## config.mk

```make
export PLATFORM = sky130hd
export DESIGN_NAME = proc_imul_iter_unit
export DESIGN_NICKNAME = d
export VERILOG_FILES = /design/src/rtl/proc_imul_iter_unit.sv
export SDC_FILE = /design/constraint.sdc
export NUM_CORES = 1
export LEC_CHECK = 0
export BUFFER_PORTS_ARGS = -buffer_cell sky130_fd_sc_hd__buf_2
export CELL_PAD_IN_SITES_DETAIL_PLACEMENT = 2
export CELL_PAD_IN_SITES_GLOBAL_PLACEMENT = 2
export CORE_MARGIN = 1.5
export CORE_UTILIZATION = 40
export CTS_BUF_LIST = sky130_fd_sc_hd__clkbuf_8
export DETAILED_ROUTE_END_ITERATION = 7
export GPL_ROUTABILITY_DRIVEN = 0
export GPL_TIMING_DRIVEN = 0
export HOLD_SLACK_MARGIN = 0.03
export PLACE_DENSITY_LB_ADDON = 0.1
export SYNTH_ARGS = -nofsm -noshare
export SYNTH_HDL_FRONTEND = slang
export SYNTH_SLANG_ARGS = --single-unit
```

## constraint.sdc

```tcl
create_clock -name clk -period 49.9 [get_ports clk]
set_clock_uncertainty 0.15 [all_clocks]
set_input_delay 2.495 -clock clk [delete_from_list [all_inputs] [get_ports clk]]
set_output_delay 2.495 -clock clk [all_outputs]
set_load 0.01 [all_outputs]
```

## src/rtl/proc_imul_iter_unit.sv

```systemverilog
// -----------------------------------------------------------------------------
// proc_imul_iter_unit
//
// Iterative integer multiplier for the X stage. Returns the low p_nbits of a*b,
// which is the same bit pattern for signed and unsigned operands. Each CALC
// step either adds the multiplicand (when b[0] is set) and shifts by one, or
// skips a run of trailing zeros in b (up to p_max_skip bits at once). At most
// one operation is in flight; val/rdy handshakes on request and response.
//
// Parameters:
//   p_nbits     operand/result width (2..64)
//   p_max_skip  max zero bits of b consumed in one step (1..p_nbits)
//
// Ports:
//   clk        clock, rising edge
//   reset      synchronous active-high reset
//   req_val    request valid
//   req_rdy    unit idle and able to accept a request
//   req_a      multiplicand
//   req_b      multiplier
//   resp_val   result valid (held until resp_rdy)
//   resp_rdy   consumer accepts the result
//   resp_data  (a*b) mod 2^p_nbits
//   busy       unit is not idle
//
// Build option:
//   PROC_IMUL_FIXED_LAT_EN  when defined, every step consumes exactly one bit
//                           and b==0 is not short-cut, so every operation takes
//                           exactly p_nbits CALC steps.
// -----------------------------------------------------------------------------
module proc_imul_iter_unit #(
  parameter int p_nbits    = 32,
  parameter int p_max_skip = 4
) (
  input  logic               clk,
  input  logic               reset,
  input  logic               req_val,
  output logic               req_rdy,
  input  logic [p_nbits-1:0] req_a,
  input  logic [p_nbits-1:0] req_b,
  output logic               resp_val,
  input  logic               resp_rdy,
  output logic [p_nbits-1:0] resp_data,
  output logic               busy
);

  localparam int CW = $clog2(p_nbits + 1);

  localparam logic [CW-1:0]      ONE_C    = {{(CW-1){1'b0}}, 1'b1};
  localparam logic [CW-1:0]      NBITS_C  = CW'(p_nbits);
  localparam logic [p_nbits-1:0] ZERO_W_C = {p_nbits{1'b0}};
  localparam logic [CW-1:0]      ZERO_C_C = {CW{1'b0}};

  typedef enum logic [1:0] {
    ST_IDLE = 2'd0,
    ST_CALC = 2'd1,
    ST_DONE = 2'd2
  } state_t;

  state_t             state_r, state_next_s;
  logic [p_nbits-1:0] a_r, a_next_s;
  logic [p_nbits-1:0] b_r, b_next_s;
  logic [p_nbits-1:0] acc_r, acc_next_s;
  logic [CW-1:0]      cnt_r, cnt_next_s;

  logic [CW-1:0]      step_s;
  logic [p_nbits-1:0] b_shift_s;
  logic [CW-1:0]      cnt_upd_s;
  logic               exit_s;

`ifndef PROC_IMUL_FIXED_LAT_EN
  localparam logic [CW-1:0] MAX_SKIP_C = CW'(p_max_skip);

  logic [CW-1:0] tz_s;
  logic [CW-1:0] tz_cap_s;
  logic [CW-1:0] rem_s;

  // Trailing-zero count of v; returns p_nbits when v is zero.
  function automatic logic [CW-1:0] tz_f(input logic [p_nbits-1:0] v);
    logic          found;
    logic [CW-1:0] n;
    found = 1'b0;
    n     = {CW{1'b0}};
    for (int i = 0; i < p_nbits; i++) begin
      if (found) begin
        found = 1'b1;
      end else if (v[i]) begin
        found = 1'b1;
      end else begin
        n = n + ONE_C;
      end
    end
    return n;
  endfunction
`endif

  // Step size for the current CALC cycle.
  always_comb begin
    step_s = ONE_C;
`ifdef PROC_IMUL_FIXED_LAT_EN
    step_s = ONE_C;
`else
    tz_s     = tz_f(b_r);
    rem_s    = NBITS_C - cnt_r;
    tz_cap_s = (tz_s > MAX_SKIP_C) ? MAX_SKIP_C : tz_s;
    if (b_r[0]) begin
      step_s = ONE_C;
    end else begin
      // Never step past the remaining bit budget of the operand.
      step_s = (tz_cap_s > rem_s) ? rem_s : tz_cap_s;
    end
`endif
  end

  // Next-state and datapath update logic.
  always_comb begin
    state_next_s = state_r;
    a_next_s     = a_r;
    b_next_s     = b_r;
    acc_next_s   = acc_r;
    cnt_next_s   = cnt_r;
    b_shift_s    = b_r >> step_s;
    cnt_upd_s    = cnt_r + step_s;
    exit_s       = 1'b0;

    case (state_r)
      ST_IDLE: begin
        if (req_val) begin
          a_next_s   = req_a;
          b_next_s   = req_b;
          acc_next_s = ZERO_W_C;
          cnt_next_s = ZERO_C_C;
`ifdef PROC_IMUL_FIXED_LAT_EN
          state_next_s = ST_CALC;
`else
          state_next_s = (req_b == ZERO_W_C) ? ST_DONE : ST_CALC;
`endif
        end else begin
          state_next_s = ST_IDLE;
        end
      end

      ST_CALC: begin
        if (b_r[0]) begin
          acc_next_s = acc_r + a_r;
        end else begin
          acc_next_s = acc_r;
        end
        a_next_s   = a_r << step_s;
        b_next_s   = b_shift_s;
        cnt_next_s = cnt_upd_s;
`ifdef PROC_IMUL_FIXED_LAT_EN
        exit_s = (cnt_upd_s >= NBITS_C);
`else
        exit_s = (b_shift_s == ZERO_W_C) || (cnt_upd_s >= NBITS_C);
`endif
        state_next_s = exit_s ? ST_DONE : ST_CALC;
      end

      ST_DONE: begin
        if (resp_rdy) begin
          state_next_s = ST_IDLE;
        end else begin
          state_next_s = ST_DONE;
        end
      end

      default: begin
        state_next_s = ST_IDLE;
      end
    endcase
  end

  // State and datapath registers with synchronous reset.
  always_ff @(posedge clk) begin
    if (reset) begin
      state_r <= ST_IDLE;
      a_r     <= ZERO_W_C;
      b_r     <= ZERO_W_C;
      acc_r   <= ZERO_W_C;
      cnt_r   <= ZERO_C_C;
    end else begin
      state_r <= state_next_s;
      a_r     <= a_next_s;
      b_r     <= b_next_s;
      acc_r   <= acc_next_s;
      cnt_r   <= cnt_next_s;
    end
  end

  // Outputs decode the state register; reset masks them so they read zero
  // for the whole time reset is asserted, including its first cycle.
  assign req_rdy   = (state_r == ST_IDLE) && !reset;
  assign resp_val  = (state_r == ST_DONE) && !reset;
  assign busy      = (state_r != ST_IDLE) && !reset;
  assign resp_data = reset ? ZERO_W_C : acc_r;

endmodule

```

Yosys cells after proc, flatten, opt, wreduce, memory -nomap -nowiden
Index checks and enable logic that the tools add are counted.
{"block": "classes", "add_sub_neg": 34, "n_lt_le_gt_ge": 3, "n_eq_ne": 4, "shift": 2, "mux": 142, "reduce_logical": 12}
{"op": "two-way mux 6 bit", "count": 66}
{"op": "case mux 32 bit (2 select lines)", "count": 3}
{"op": "adder 6 x 1 -> 6 bit (second input constant)", "count": 31}
{"op": "two-way mux 32 bit", "count": 5}
{"op": "logical NOT 32 bit", "count": 2}
{"op": "two-way mux 1 bit", "count": 62}
{"op": "adder 32 bit", "count": 1}
{"op": "<< shifter 32 x 6 -> 32 bit", "count": 1}
{"op": "right shift 32 x 6 -> 32 bit", "count": 1}
{"op": "case mux 6 bit (2 select lines)", "count": 1}
{"op": "two-way mux 2 bit", "count": 4}
{"op": "adder 6 bit", "count": 1}
{"op": "greater-or-equal comparator 6 bit (second input constant)", "count": 1}
{"op": "> comparator 6 x 3 -> 1 bit (second input constant)", "count": 1}
{"op": "> comparator 6 bit", "count": 1}
{"op": "case mux 2 bit (3 select lines)", "count": 1}
{"op": "subtractor 6 bit (first input constant)", "count": 1}
{"op": "!= test 2 bit (second input constant)", "count": 2}
{"op": "nonzero test 2 bit", "count": 2}
{"op": "logical AND 1 bit", "count": 3}
{"op": "AND reduction 3 bit", "count": 1}
{"op": "== test 2 x 1 -> 1 bit (second input constant)", "count": 1}
{"op": "== test 2 bit (second input constant)", "count": 1}
{"op": "logical NOT 2 bit", "count": 1}
{"op": "3 further kinds", "count": 3}
{"block": "totals", "regBits": 104, "inputBits": 68, "output_inout_bits": 35, "word_cells": 202}

Depth between registers and ports, before layout
{"block": "depth", "word_depth": 104, "ltp_mapped": 126, "depth_no_buf": 121}

Least setup slack after synthesis
No wires, ideal clock.
{"block": "synth_timing", "path_type": "register to register", "start": "register b_r[2]", "end": "register state_r[1]", "setup_ns": 0.116, "arrival_ns": 21.756, "required_ns": 49.634, "path_slack_ns": 27.878, "stages_incl_launch_ff": 126, "path_buffers": 7, "period_less_slack_ns": 22.022, "cell_sequence": "dfxtp_1 > clkbuf_1 > a21oi_1 > ha_1 > nor3_1 > nor2_1 > ha_1 > nor4_1 > a211oi_1 > ha_1 > mux2_2 > ha_1 > nor2b_1 > o21ai_0 > inv_1 > ha_1 > nand2_1 > nand2_1 > [90 not listed] > o21ai_0 > o21a_1 > or2_2 > o31a_1 > inv_2 > buf_2 > clkbuf_1 > buf_2 > buf_2 > ha_1 > maj3_1 > a21oi_1 > o21bai_1 > a21oi_1 > xnor2_1 > nand2_1 > a41o_1 > and3b_1"}
{"block": "synth_via", "elab_chain_len": 99, "word_cells_on_any_way": 131, "cone_classes": "30 x add/sub; 3 x order compare; 1 x shift; 95 x mux; 2 x reduce/logical"}
{"item": "from (decl)", "line": "62", "source": "logic [p_nbits-1:0] b_r, b_next_s;"}
{"item": "from (signal assigned)", "line": "185", "source": "b_r <= b_next_s;"}
{"item": "two-way mux 6 bit", "line": "87", "source": "end else if (v[i]) begin"}
{"item": "two-way mux 6 bit", "line": "85", "source": "if (found) begin"}
{"item": "adder 6 x 1 -> 6 bit", "line": "90", "source": "n = n + ONE_C;"}
{"item": "two-way mux 6 bit", "line": "87"}
{"item": "two-way mux 6 bit", "line": "85"}
{"item": "adder 6 x 1 -> 6 bit", "line": "90"}
{"item": "two-way mux 6 bit", "line": "87"}
{"item": "two-way mux 6 bit", "line": "85"}
{"item": "[83 not listed]"}
{"item": "> comparator 6 bit", "line": "110", "source": "step_s = (tz_cap_s > rem_s) ? rem_s : tz_cap_s;"}
{"item": "two-way mux 6 bit", "line": "110"}
{"item": "two-way mux 6 bit", "line": "106", "source": "if (b_r[0]) begin"}
{"item": "adder 6 bit / right shift 32 x 6 -> 32 bit (equally long branches)", "line": "123, 122"}
{"item": "greater-or-equal comparator 6 bit / logical NOT 32 bit (equally long branches)", "line": "155", "source": "exit_s = (b_shift_s == ZERO_W_C) || (cnt_upd_s >= NBITS_C);"}
{"item": "logical OR 1 bit *", "line": "155"}
{"item": "two-way mux 2 bit *", "line": "157", "source": "state_next_s = exit_s ? ST_DONE : ST_CALC;"}
{"item": "case mux 2 bit (3 select lines) *", "line": "126", "source": "case (state_r)"}
{"item": "to (signal assigned)", "line": "183", "source": "state_r <= state_next_s;"}
{"item": "to (decl)", "line": "60", "source": "state_t state_r, state_next_s;"}
Mark *: on every way between the ends. The rest lies on a longest branch, timed or not.
A chain may end at the register's enable or synchronous reset.

Worst setup path in the final report
{"block": "layout_timing", "start": "register b_r[0]", "end": "register state_r[0]"}
{"block": "layout_via", "elab_chain_len": 104, "word_cells_on_any_way": 137, "cone_classes": "32 x add/sub; 3 x order compare; 1 x shift; 99 x mux; 2 x reduce/logical"}
{"item": "two-way mux 1 bit", "line": "87"}
{"item": "adder 6 x 1 -> 6 bit", "line": "90"}
{"item": "two-way mux 6 bit", "line": "87"}
{"item": "two-way mux 6 bit", "line": "85"}
{"item": "adder 6 x 1 -> 6 bit", "line": "90"}
{"item": "two-way mux 6 bit", "line": "87"}
{"item": "two-way mux 6 bit", "line": "85"}
{"item": "adder 6 x 1 -> 6 bit", "line": "90"}
{"item": "[88 not listed]"}
{"item": "> comparator 6 bit", "line": "110"}
{"item": "two-way mux 6 bit", "line": "110"}
{"item": "two-way mux 6 bit", "line": "106"}
{"item": "adder 6 bit / right shift 32 x 6 -> 32 bit (equally long branches)", "line": "123, 122"}
{"item": "greater-or-equal comparator 6 bit / logical NOT 32 bit (equally long branches)", "line": "155"}
{"item": "logical OR 1 bit *", "line": "155"}
{"item": "two-way mux 2 bit *", "line": "157"}
{"item": "case mux 2 bit (3 select lines) *", "line": "126"}
Marks and branches as above.

==> impl_metrics.env <==
export IMPL_tightest_slew_ns=1.113
export IMPL_grt_max_degree=19
export IMPL_final_area_mm2=0.01672
export IMPL_hp_class="reg -> reg"
export IMPL_grt_overflow_total=0
export IMPL_final_antenna_net_count=0
export IMPL_grt_pass1_wl_mm=103.9
export IMPL_startpoint_type="register"
export IMPL_layout_drive_gt1_share_pct=11.04
export IMPL_start_util_pct=40.70
export IMPL_regToRegStartpoint="b_r[0]"
export IMPL_detail_route_wirelength_mm=67.14
export IMPL_synth_seq_cells=104
export IMPL_min_period_ns=27.97
export IMPL_synth_cell_types=108
export IMPL_period_share_pct=56.04
export IMPL_worstSkewPairLatency_ns=0.43
export IMPL_relSlewSlack_pct=23.85
export IMPL_vias_per_cell=6.263
export IMPL_async_flop_share_pct=0
export IMPL_root_buffer="clkbuf_8"
export IMPL_postLayoutCoreUtil_pct=44.28
export IMPL_synth_area_per_cell_um2=7.191
export IMPL_clkSinkCount=104
export IMPL_wl_met1_mm=26.69
export IMPL_die_h_um=199.0
export IMPL_syn2layout_area_growth_pct=8.793
export IMPL_setup_viol=0
export IMPL_dr_max_layer_used="met4"
export IMPL_cts_tree="yes"
export IMPL_wl_met2_mm=34.30
export IMPL_num_nets_final=2392
export IMPL_cp_end_kind="register"
export IMPL_cp_max_fo=10
export IMPL_crit_start="b_r[0]"
export IMPL_io_buffers=101
export IMPL_synth_most_common_cell="nor2_1"
export IMPL_setup_ws_ns=21.93
export IMPL_n_fill_cell=4671
export IMPL_outcome="complete, no violations"
export IMPL_synth_largest_area_cell="dfxtp_1"
export IMPL_synth_edff_count=0
export IMPL_crit_path_frequent_cell="ha_1"
export IMPL_ctsHoldBuffers=0
export IMPL_die_x_um=199.0
export IMPL_worstPathArrival_ns=28.12
export IMPL_cts_setup_buffers=0
export IMPL_grt_usage_pct=33.70
export IMPL_place_area_mm2=0.01652
export IMPL_synth_ff_type="dfxtp_1"
export IMPL_fp_dieArea_mm2=0.03960
export IMPL_num_vias=17330
export IMPL_worstPathBufferInverterCount=9
export IMPL_fmax_ghz=0.03576
export IMPL_dp_hpwl_mm=54.96
export IMPL_maxSlewViolCount=0
export IMPL_first_iter_violations=945
export IMPL_required_ns=50.06
export IMPL_drv_cap=0
export IMPL_crit_slowest_cell="a221oi_1"
export IMPL_wire_per_inst_um=24.26
export IMPL_report_final_hold_viol_count=0
export IMPL_syn_inst=2137
export IMPL_antenna_found_initial=0
export IMPL_rsz0062_at_grt="false"
export IMPL_setup_worst_path_class="reg -> reg"
export IMPL_met3_length_mm=2.241
export IMPL_clk_path_buf_depth=2
export IMPL_num_rows=71
export IMPL_ys_warn_count=0
export IMPL_place_ws_ns=22.23
export IMPL_grt_pass1_vias=18720
export IMPL_tns_ns=0
export IMPL_n_antenna_cell=0
export IMPL_synth_area_mm2=0.01537
export IMPL_ctsResizeCount=0
export IMPL_path_delay_family="compound AO/OA/AOI/OAI gates"
export IMPL_synth_cells_most_frequent="nor2_1, nand2_1, a21oi_1"
export IMPL_core_area_mm2=0.03776
export IMPL_drtPass1Iterations=7
export IMPL_slowest_delay_ns=0.67
export IMPL_cts_buffers=9
export IMPL_netlist_area_leader_share_pct=13.55
export IMPL_htree_levels=3
export IMPL_cts_reportedPaths_clkPinSlew_ns=0.13
export IMPL_hp_start="acc_r[2]"
export IMPL_io_pins=103
export IMPL_drcViolationCount=0
export IMPL_synth_seq_area_share_pct=13.55
export IMPL_synth_area_top_cells="dfxtp_1, mux2i_1, nor2_1"
## placed cells by master, fill, tap and decap left out, types with 32 or more instances in the layout
master	synthesis	routed
xnor2_1	80	80
ha_1	72	72
nor2b_1	35	35
o21ai_0	122	122
nor3_1	71	71
inv_1	86	86
nor2_1	243	243
a211oi_1	54	54
nand3_1	56	56
dfxtp_1	104	104
o32ai_1	32	32
a21oi_1	154	154
buf_2	22	123
clkbuf_1	108	108
mux2i_1	129	129
nand2_1	211	211
## area by class of cell
| cell class | count | area [um^2] | share of cell area (%) |
|---|---|---|---|
| tap | 511 | 639.4 | 3.824 |
| timing repair buffer | 101 | 505.5 | 3.024 |
| multi-input combinational | 1801 | 12350 | 73.86 |
| buffer | 145 | 610.6 | 3.652 |
| clock buffer | 11 | 151.4 | 0.9056 |
| inverter | 89 | 334.1 | 1.998 |
| clock inverter | 5 | 47.55 | 0.2844 |
| sequential | 104 | 2082 | 12.45 |
## worst reg2reg max path, delay by kind of cell, from the launching register on
family,cells,cell delay [ns]
muxes,16,2.87
xor gates and xnor gates,3,0.67
buffers and inverters,9,2.40
adders and majority gates,27,8.14
AOI/OAI and AO/OA,41,9.16
DFF,1,0.39
and+or+nand+nor,29,4.03
## routing by layer
metal	vias up	global-route usage, %
li1	8013	-
met1	8642	36.96
met5	-	0
met4	0	20.17
met2	476	62.68
met3	199	3.069
## stage by stage
step / hold slack [ns] / instances
floorplan: 0.3082 / 2139
global placement: 0.3395 / 2751
detailed placement: 0.3457 / 2751
CTS: 0.3626 / 2767
global route: 0.3921 / 2767
finish: 0.3586 / 2767
## registers in the layout, indices dropped and copies added, names as in the netlist
name and count:
a_r 32, acc_r 32, b_r 32, cnt_r 6, state_r 2
## path summary, 6_finish.rpt
check / slack, ns / depth (start not counted) / endpoint
hold / removal: 0.36 / 2 / acc_r[2]
hold reg to reg: 0.36 / 2 / acc_r[2]
setup / recovery: 21.93 / 125 / state_r[0]
setup reg to reg: 21.93 / 125 / state_r[0]
## logic make-up after synthesis
logic type	share of synthesized area, %
flops	13.55
other cells	0.02440
simple gates	25.75
mux	12.02
compound gates	26.12
buf+inv	6.147
fa+ha+maj	6.318
xor+xnor	10.08
Power is left out: the tool's default activity adds up to more than one toggle a clock period on the data nets, which glitch-free logic cannot reach.
